==> src/rtl/mem_port_arbiter.sv <==
// Shares one memory port between instruction fetch (read-only) and load/store.
// Each access is a fixed-latency read or a single-cycle write; ties go round-robin.
module mem_port_arbiter #(
    parameter int AW  = 64,
    parameter int DW  = 64,
    parameter int LAT = 2
) (
    input  logic          clk,
    input  logic          rst_n,
    input  logic          if_req,
    input  logic [AW-1:0] if_addr,
    output logic [DW-1:0] if_rdata,
    output logic          if_done,
    input  logic          ls_req,
    input  logic          ls_we,
    input  logic [AW-1:0] ls_addr,
    input  logic [DW-1:0] ls_wdata,
    output logic [DW-1:0] ls_rdata,
    output logic          ls_done,
    output logic [AW-1:0] mem_addr,
    output logic [DW-1:0] mem_wdata,
    output logic          mem_we,
    input  logic [DW-1:0] mem_rdata,
    output logic          busy
);

    localparam logic [1:0] S_IDLE  = 2'd0;
    localparam logic [1:0] S_ISSUE = 2'd1;
    localparam logic [1:0] S_WAIT  = 2'd2;
    localparam logic [1:0] S_DONE  = 2'd3;

    logic [1:0]    state_q, state_d;
    logic          owner_q, owner_d;
    logic          last_ls_q, last_ls_d;
    logic          we_q, we_d;
    logic [AW-1:0] addr_q, addr_d;
    logic [DW-1:0] wdata_q, wdata_d;
    logic [2:0]    cnt_q, cnt_d;
    logic [DW-1:0] if_rdata_q, if_rdata_d;
    logic [DW-1:0] ls_rdata_q, ls_rdata_d;
    logic          grant_ls;
    logic          capture;

    // owner_q / last_ls_q: 1 = load/store, 0 = fetch
    always_comb begin
        state_d    = state_q;
        owner_d    = owner_q;
        last_ls_d  = last_ls_q;
        we_d       = we_q;
        addr_d     = addr_q;
        wdata_d    = wdata_q;
        cnt_d      = cnt_q;
        if_rdata_d = if_rdata_q;
        ls_rdata_d = ls_rdata_q;
        grant_ls   = 1'b0;
        capture    = 1'b0;

        case (state_q)
            S_IDLE: begin
                if (if_req || ls_req) begin
                    grant_ls  = ls_req && (!if_req || !last_ls_q);
                    owner_d   = grant_ls;
                    last_ls_d = grant_ls;
                    addr_d    = grant_ls ? ls_addr : if_addr;
                    we_d      = grant_ls && ls_we;
                    wdata_d   = grant_ls ? ls_wdata : '0;
                    state_d   = S_ISSUE;
                end
            end
            S_ISSUE: begin
                if (we_q) begin
                    state_d = S_DONE;
                end else if (LAT == 1) begin
                    capture = 1'b1;
                    state_d = S_DONE;
                end else begin
                    cnt_d   = 3'(LAT - 1);
                    state_d = S_WAIT;
                end
            end
            S_WAIT: begin
                cnt_d = cnt_q - 3'd1;
                if (cnt_q == 3'd1) begin
                    capture = 1'b1;
                    state_d = S_DONE;
                end
            end
            default: begin
                state_d = S_IDLE;
            end
        endcase

        // Read data lands only in the register of the requester that owns the access.
        if (capture) begin
            if (owner_q) begin
                ls_rdata_d = mem_rdata;
            end else begin
                if_rdata_d = mem_rdata;
            end
        end
    end

    always_ff @(posedge clk or posedge rst_n) begin
        if (rst_n) begin
            state_q    <= S_IDLE;
            owner_q    <= 1'b0;
            last_ls_q  <= 1'b1;
            we_q       <= 1'b0;
            addr_q     <= '0;
            wdata_q    <= '0;
            cnt_q      <= '0;
            if_rdata_q <= '0;
            ls_rdata_q <= '0;
        end else begin
            state_q    <= state_d;
            owner_q    <= owner_d;
            last_ls_q  <= last_ls_d;
            we_q       <= we_d;
            addr_q     <= addr_d;
            wdata_q    <= wdata_d;
            cnt_q      <= cnt_d;
            if_rdata_q <= if_rdata_d;
            ls_rdata_q <= ls_rdata_d;
        end
    end

    // Decoded from state so a reset removes write enable and done pulses at once.
    assign mem_we    = (state_q == S_ISSUE) && we_q;
    assign if_done   = (state_q == S_DONE) && !owner_q;
    assign ls_done   = (state_q == S_DONE) && owner_q;
    assign busy      = (state_q != S_IDLE);
    assign mem_addr  = addr_q;
    assign mem_wdata = wdata_q;
    assign if_rdata  = if_rdata_q;
    assign ls_rdata  = ls_rdata_q;

endmodule

==> config.mk <==
export PLATFORM = sky130hd
export DESIGN_NAME = mem_port_arbiter
export DESIGN_NICKNAME = d
export VERILOG_FILES = /design/src/rtl/mem_port_arbiter.sv
export SDC_FILE = /design/constraint.sdc
export NUM_CORES = 1
export LEC_CHECK = 0
export CORE_AREA = 2 2 201 203
export CTS_CLUSTER_DIAMETER = 80
export DETAILED_ROUTE_END_ITERATION = 12
export DIE_AREA = 0 0 203 205
export GPL_ROUTABILITY_DRIVEN = 0
export PLACE_DENSITY = 0.61
export SLEW_MARGIN = 10
export SYNTH_ARGS = -nofsm -noshare
export SYNTH_HDL_FRONTEND = slang
export SYNTH_SLANG_ARGS = --single-unit
==> constraint.sdc <==
create_clock -name clk -period 7.32 [get_ports clk]
set_input_delay 0.732 -clock clk [delete_from_list [all_inputs] [get_ports clk]]
set_output_delay 0.732 -clock clk [all_outputs]
set_load 0.02 [all_outputs]
==> results of run 1 <==
-- kinds of logic after synthesis --
family | share of synthesized area [%]
DFF | 61.5
AOI/OAI and AO/OA | 12.2
and+or+nand+nor | 5.34
muxes | 15.7
buffers and inverters | 4.52
adders and majority gates | 0.698
-- through the flow --
step	util, %	instance area (µm²)	std cells	hold slack (ps)
6_report	43.9	17300	1867	502
5_1_grt	43.9	17300	1867	514
4_1_cts	43.9	17300	1867	504
3_5_place_dp	41.3	16300	1811	491
3_3_place_gp	41.3	16300	1811	486
2_1_floorplan	-	10800	813	478
-- worst register-to-register path, cell delays in order, from the launching register on --
cell	delay (ps)
dfrtp_1	410
inv_1	90
ha_1	340
nor3b_4	890
buf_4	920
mux2_2	460
-- registers in the layout, indices dropped and copies added, names as in the netlist --
signal / count
ls_rdata: 64
mem_wdata: 64
cnt_q: 3
if_rdata: 64
we_q: 1
last_ls_q: 1
owner_q: 1
state_q: 2
mem_addr: 64
-- power breakdown --
part | switching, W | leakage [nW] | total, W | internal [W]
logic | 0.00195 | 3.67 | 0.00400 | 0.00205
registers | 0.000391 | 3.15 | 0.00255 | 0.00216
clock network | 0.000609 | 0.503 | 0.00155 | 0.000943
-- metal layers --
layer  up-vias  GRT usage [%]  part of all wire, %
met5         -              0                0.038
met1      4117           20.0                   41
met4         2           5.06                  2.6
li1       3867              -                    -
met2       384           25.9                   47
met3        60           5.25                  9.3
-- area by class of cell --
class                      instances  area [µm²]  area share, %
sequential                       264        6610           38.2
timing repair buffer             530        5290           30.6
multi-input combinational        485        3680           21.3
clock buffer                      46         892           5.16
tap                              525         657           3.80
clock inverter                    10         135          0.781
inverter                           7        30.0          0.174
-- worst paths after layout --
path / to / slack [ps] / cells past startpoint / start
setup / recovery: if_rdata[18] / 4100 / 5 / state_q[0]
hold / removal: if_rdata[16] / 500 / 1 / if_rdata[16]
setup reg to reg: if_rdata[18] / 4100 / 5 / state_q[0]
hold reg to reg: if_rdata[16] / 500 / 1 / if_rdata[16]
max in group asynchronous: if_rdata[43] / 5160 / 4 / rst_n
min in group asynchronous: mem_wdata[50] / 790 / 3 / rst_n
-- Yosys cell counts (2+ instances only) --
cell type,count,area (µm²)
o21a_1,2,15.0
mux2_4,60,901
nand2_1,66,248
inv_1,7,26.3
buf_2,28,140
nor2_1,66,248
dfrtp_1,263,6580
buf_6,11,124
a21oi_1,131,656
buf_12,6,120
clkbuf_1,4,15.0
a22o_1,65,569
mux2_2,70,788
and2_1,2,12.5
ha_1,6,75.1
buf_4,8,60.1
a21o_1,3,22.5
==> metrics.txt, run 1 <==
Pwr Total 0.00810 W; largest net degree at the start of global routing approximately 150; fin nets 1586; count of cell types in the netlist 32; H-tree depth 1; FFs w/ async S/R, synth 100%; Resize count post-CTS 0; post-CTS setup buffer count 0; CTS Sinks 264; Worst-Skew Late Latency approximately 560 ps; port bufs 520; cts hold-fix bufs 0; fillers 3667; CTS tree yes; Peak VDD IR 0.266 mV; Core Region 39400 µm²; #FFs+latches synth 264; pre-CTS setup slack 3810 ps; CTS root buf clkbuf_16; vias in the first global route 8584; outcome complete, no violations; GRT Total Usage 15.9%; number of antenna cells inserted 0; Worst Setup End Kind register; Netlist Area Pre-Place 10700 µm²; Final WS setup 4100 ps; P_leak 7.33 nW; Vias per Instance 4.52; most common cell after layout, fill and taps aside clkdlybuf4s50_1; Max Slew Vio Count 0; worst path cell trace inv_1, ha_1, nor3b_4, buf_4, mux2_2; max_slew headroom between 20% and 30%; vias after detailed routing about 8400; ratio of cells with drive above 1 in the final layout 14.7%; wire length of the first global-routing pass 52.1 mm; CTS Buffer Depth 3; grt ovf 0; Final HPWL DP 24.5 mm; I/O Pins 521; die area 41600 µm²; Crit Path Max Fanout 52; First-pass DRT Iterations 6; Mapped Avg Cell Area around 13 µm²; Post-synth EDFFs 0; type of the worst setup path reg2reg; max incr delay on CP about 900 ps; top_reg_cell synth dfrtp_1; routed wire length about 34 mm; worst slew pin tran 1140 ps; Hold Path Class reg2reg; CTS buffer count 31; clock-pin slew on the worst setup and hold paths 50 ps; # setup viols final 0; unrepaired setup endpoints after global routing no; Starting Density 27.3%; post-layout minimum cycle time between 3000 and 4000 ps; WP data required a little under 8000 ps; Buf/Inv on CP 2; most frequent cells in the layout 520 x clkdlybuf4s50_1, 263 x dfrtp_1, 131 x a21oi_1; DRT antenna net count 0; Area Overhead vs Synth 60.9%; Clock Skew 12.8 ps; cells after synthesis 813; register area share after synthesis 61.5%; Fin. Hold Viols 0; P per Cell Area 469 nW/µm²; slowest CP cell buf_4; initial antenna violation count 1; Rows 73; CP Data Arrival Time 3660 ps; Avg WL per Cell 18.4 µm; Die Y 205 µm; Total Neg Setup Slack 0 ps; drt first-iter violations 343; max_cap viols 0; synth warn 0; drt drc 0; syn_nets 1080; Fmax achieved roughly 0.31 GHz; CP delay by family, top buffers and inverters; part of the cycle the worst path needs 44.0%; die width 203 µm; Worst Setup Start Kind register
Power figures use the tool's default switching activity.
==> run 2: changes to the inputs <==
clock period = 2.6 ns   (was 7.32 ns; I/O delays follow)
==> metrics.txt, run 2 (synthesis gave the netlist of run 1 again) <==
most common cell after layout, fill and taps aside clkdlybuf4s50_1; Resize count post-CTS 0; post-layout minimum cycle time 2400 ps; Clock Skew 15.3 ps; Fin. Hold Viols 0; worst hold slack 110 ps; initial antenna violation count 0; switch share 36.4%; grt ovf 0; Core Region 39400 µm²; most frequent cells in the layout 520 x clkdlybuf4s50_1, 263 x dfrtp_1, 131 x a21oi_1; Peak VDD IR 0.540 mV; type of the worst setup path reg2out; CTS Sinks 264; Avg WL per Cell 18.5 µm; Die Y 205 µm; Starting Density a little over a quarter; die width just over 200 µm; Rows 73; vias in the first global route between 8000 and 9000; H-tree depth 2; fin nets ~1600; GRT Total Usage 16.2%; die area 41600 µm²; R2R setup slack 490 ps; Internal 0.0147 W; drt first-iter violations ~250; clock-pin slew on the worst setup and hold paths 60 ps; CTS root buf clkbuf_16; unrepaired setup endpoints after global routing no; CP Data Arrival Time 2140 ps; Setup crit end busy; Net Sw Power 0.00843 W; routed wire length 35.0 mm; drt drc 0; Pwr Total 0.0232 W; Fmax achieved 0.417 GHz; P_leak 7.48 nW; Worst Setup Start Kind register; WP data required 2340 ps; CTS buffer count 34; number of antenna cells inserted 0; # setup viols final 0; Vias per Instance ~4.5; Area Overhead vs Synth 63.7%; Reg2Reg Depth 6; Hold Path Class in2async; Worst-Skew Late Latency 520 ps; Max Slew Vio Count 0; port bufs 520; largest net degree at the start of global routing 76; cts hold-fix bufs 0; post-CTS setup buffer count 0; P per Cell Area 1320 nW/µm²; DRT antenna net count 0; Crit Path Max Fanout 5; clock group share of total power roughly a fifth; ratio of cells with drive above 1 in the final layout 16.0%; Combinational Power Share between 40% and 50%; CTS Buffer Depth 3; Reg power frac 31.4%; max_cap viols 0; Worst Setup End Kind output pin; max_slew headroom 63.6%; reg2reg end if_rdata[43]; CTS tree yes; part of the cycle the worst path needs just over 90%; reg-to-reg startpoint state_q[0]; wire length of the first global-routing pass 52.1 mm; Critical path origin state_q[0]; outcome complete, no violations; worst slew pin tran 544 ps; vias after detailed routing 8501; I/O Pins 521; Final HPWL DP between 20 and 30 mm; First-pass DRT Iterations 4
run 2: how the worst min path moves through the flow:
stage / start / to / slack [ps] / depth (start not counted)
2_1_floorplan: if_addr[58] / mem_addr[58] / 390 / 2
3_3_place_gp: ls_rdata[48] / ls_rdata[48] / 490 / 1
3_5_place_dp: mem_wdata[46] / mem_wdata[46] / 490 / 1
4_1_cts: rst_n / mem_wdata[52] / 90 / 2
5_1_grt: rst_n / mem_wdata[52] / 100 / 2
6_report: rst_n / mem_wdata[52] / 110 / 2
run 2: layer usage:
metal	track usage (%)	wire length (µm)	up-vias
met5	0	0	-
met4	5.27	848	0
met3	5.89	3110	52
met2	26.5	16700	381
met1	19.9	14400	4151
li1	-	-	3917
run 2: final cells by class:
class	count	area, µm²
clock buffers	49	968
clock inverters	12	104
fillers	3673	21800
inverters	7	30.0
multi-input cells	485	3680
flip-flops and latches	264	6610
well taps	525	657
repair buffers	547	5550
run 2: worst max-delay path, stage by stage (launching register included):
cell and delay (ps):
dfrtp_1 390, inv_1 80, ha_1 310, inv_1 160, clkdlybuf4s50_1 680
run 2: through the flow:
step,utilization [%],instance area [µm²],setup slack [ps],cells,setup TNS [ps]
after floorplan,-,10800,-1140,813,-300750
after global placement,42.0,16500,555,1828,0
after detailed placement,42.0,16500,512,1828,0
after CTS,44.7,17600,93.9,1889,0
after global routing,44.7,17600,41.3,1889,0
final,44.7,17600,200,1889,0
run 2: power by group through the flow:
| stage | clock (W) | sequential, W | combinational, W |
|---|---|---|---|
| floorplan | 0 | 0.00943 | 0.00393 |
| global placement | 0 | 0.00726 | 0.0114 |
| detailed placement | 0 | 0.00729 | 0.0115 |
| CTS | 0.00465 | 0.00729 | 0.0115 |
| global route | 0.00481 | 0.00751 | 0.0121 |
| finish | 0.00449 | 0.00727 | 0.0114 |
==> run 3: changes to the inputs <==
REMOVE_ABC_BUFFERS = 1   (was default)
==> metrics.txt, run 3 (synthesis gave the netlist of run 1 again) <==
fin nets 1605; type of the worst setup path reg2out; initial antenna violation count 3; P per Cell Area 1320 nW/µm²; vias after detailed routing about 8500; post-layout minimum cycle time around 2400 ps; worst path cell trace inv_1, ha_1, nand2_1, inv_1, clkdlybuf4s50_1; worst hold slack 119 ps; I/O Pins 521; max incr delay on CP 670 ps; outcome complete, no violations; First-pass DRT Iterations 4; Vias per Instance 4.53; CTS root buf clkbuf_16; pre-CTS setup slack slightly below 500 ps; clock-pin slew on the worst setup and hold paths 60 ps; ratio of cells with drive above 1 in the final layout between 10% and 20%; CTS tree yes; die width 203 µm; CTS Buffer Depth 3; CTS buffer count 34; port bufs 520; CP Data Arrival Time 2150 ps; Core Region 39400 µm²; Fmax achieved 0.415 GHz; Fin. Hold Viols 0; Avg WL per Cell 18.7 µm; Clock Skew roughly 20 ps; Worst-Skew Late Latency roughly 530 ps; P_leak about 7.5 nW; Rows 73; fin area 17600 µm²; H-tree depth 2; most frequent cells in the layout 520 x clkdlybuf4s50_1, 263 x dfrtp_1, 131 x a21oi_1; routed wire length ~35 mm; grt ovf 0; Resize count post-CTS 0; most common cell after layout, fill and taps aside clkdlybuf4s50_1; slowest CP cell clkdlybuf4s50_1; drt first-iter violations ~330; drt drc 0; max_cap viols 0; CP most frequent cell inv_1; Cell Area, Placed 16500 µm²; Starting Density 27.3%; Peak VDD IR 0.586 mV; largest net degree at the start of global routing approximately 120; Max Slew Vio Count 0; Final HPWL DP 25.7 mm; Crit Path Max Fanout 8; unrepaired setup endpoints after global routing no; Final WS setup 189 ps; Final Util 44.7%; Worst Setup End Kind output pin; DRT antenna net count 0; Area Overhead vs Synth 63.8%; Hold Path Class in2async; CTS Sinks 264; cts hold-fix bufs 0; GRT Total Usage 16.6%; die area 41600 µm²; part of the cycle the worst path needs 92.7%; WP data required approximately 2300 ps; Die Y 205 µm; wire length of the first global-routing pass 53.2 mm; worst slew pin tran 691 ps; # setup viols final 0; vias in the first global route between 9000 and 10000; post-CTS setup buffer count 0; Worst Setup Start Kind register; max_slew headroom 53.9%
## run 3: worst paths after layout
check | depth (start not counted) | slack, ps | endpoint | start
worst max-delay path | 5 | 190 | mem_we | state_q[1]
worst min-delay path | 2 | 120 | mem_wdata[16] | rst_n
worst max register to register | 5 | 580 | if_rdata[16] | state_q[0]
worst min register to register | 1 | 500 | mem_wdata[37] | mem_wdata[37]
max in group asynchronous | 3 | 1780 | mem_addr[45] | rst_n
min in group clk | 3 | 260 | mem_addr[16] | if_addr[16]
## run 3: final cells by class
| cell class | instances | area (µm²) |
|---|---|---|
| fillers | 3685 | 21800 |
| flip-flops and latches | 264 | 6610 |
| repair buffers | 546 | 5560 |
| multi-input cells | 485 | 3680 |
| clock buffers | 46 | 916 |
| well taps | 525 | 657 |
| clock inverters | 12 | 145 |
| inverters | 7 | 33.8 |
| diodes | 1 | 2.50 |
## run 3: layer usage
metal,GRT usage [%],up-vias,wire length [µm]
met3,6.62,62,3280
met2,27.4,369,16900
met4,5.87,2,1030
met1,19.4,4195,14000
li1,-,3909,-
met5,0,-,12
## run 3: report_power, final
part | total [W] | internal, W | switching [W]
logic | 0.0115 | 0.00596 | 0.00553
registers | 0.00720 | 0.00609 | 0.00110
clock network | 0.00453 | 0.00269 | 0.00183
total | 0.0232 | 0.0147 | 0.00847
## run 3: worst max-delay path, delay by kind of cell (launching register included)
family / cells / cell delay (ps)
buf+inv: 3 / 860
flops: 1 / 410
simple gates: 1 / 190
fa+ha+maj: 1 / 180
## run 3: through the flow
step	std cells	TNS (ps)	total power, W
2_1_floorplan	756	-1678420	0.0132
3_3_place_gp	1827	0	0.0187
3_5_place_dp	1827	0	0.0189
4_1_cts	1885	0	0.0236
5_1_grt	1886	0	0.0245
6_report	1886	0	0.0232
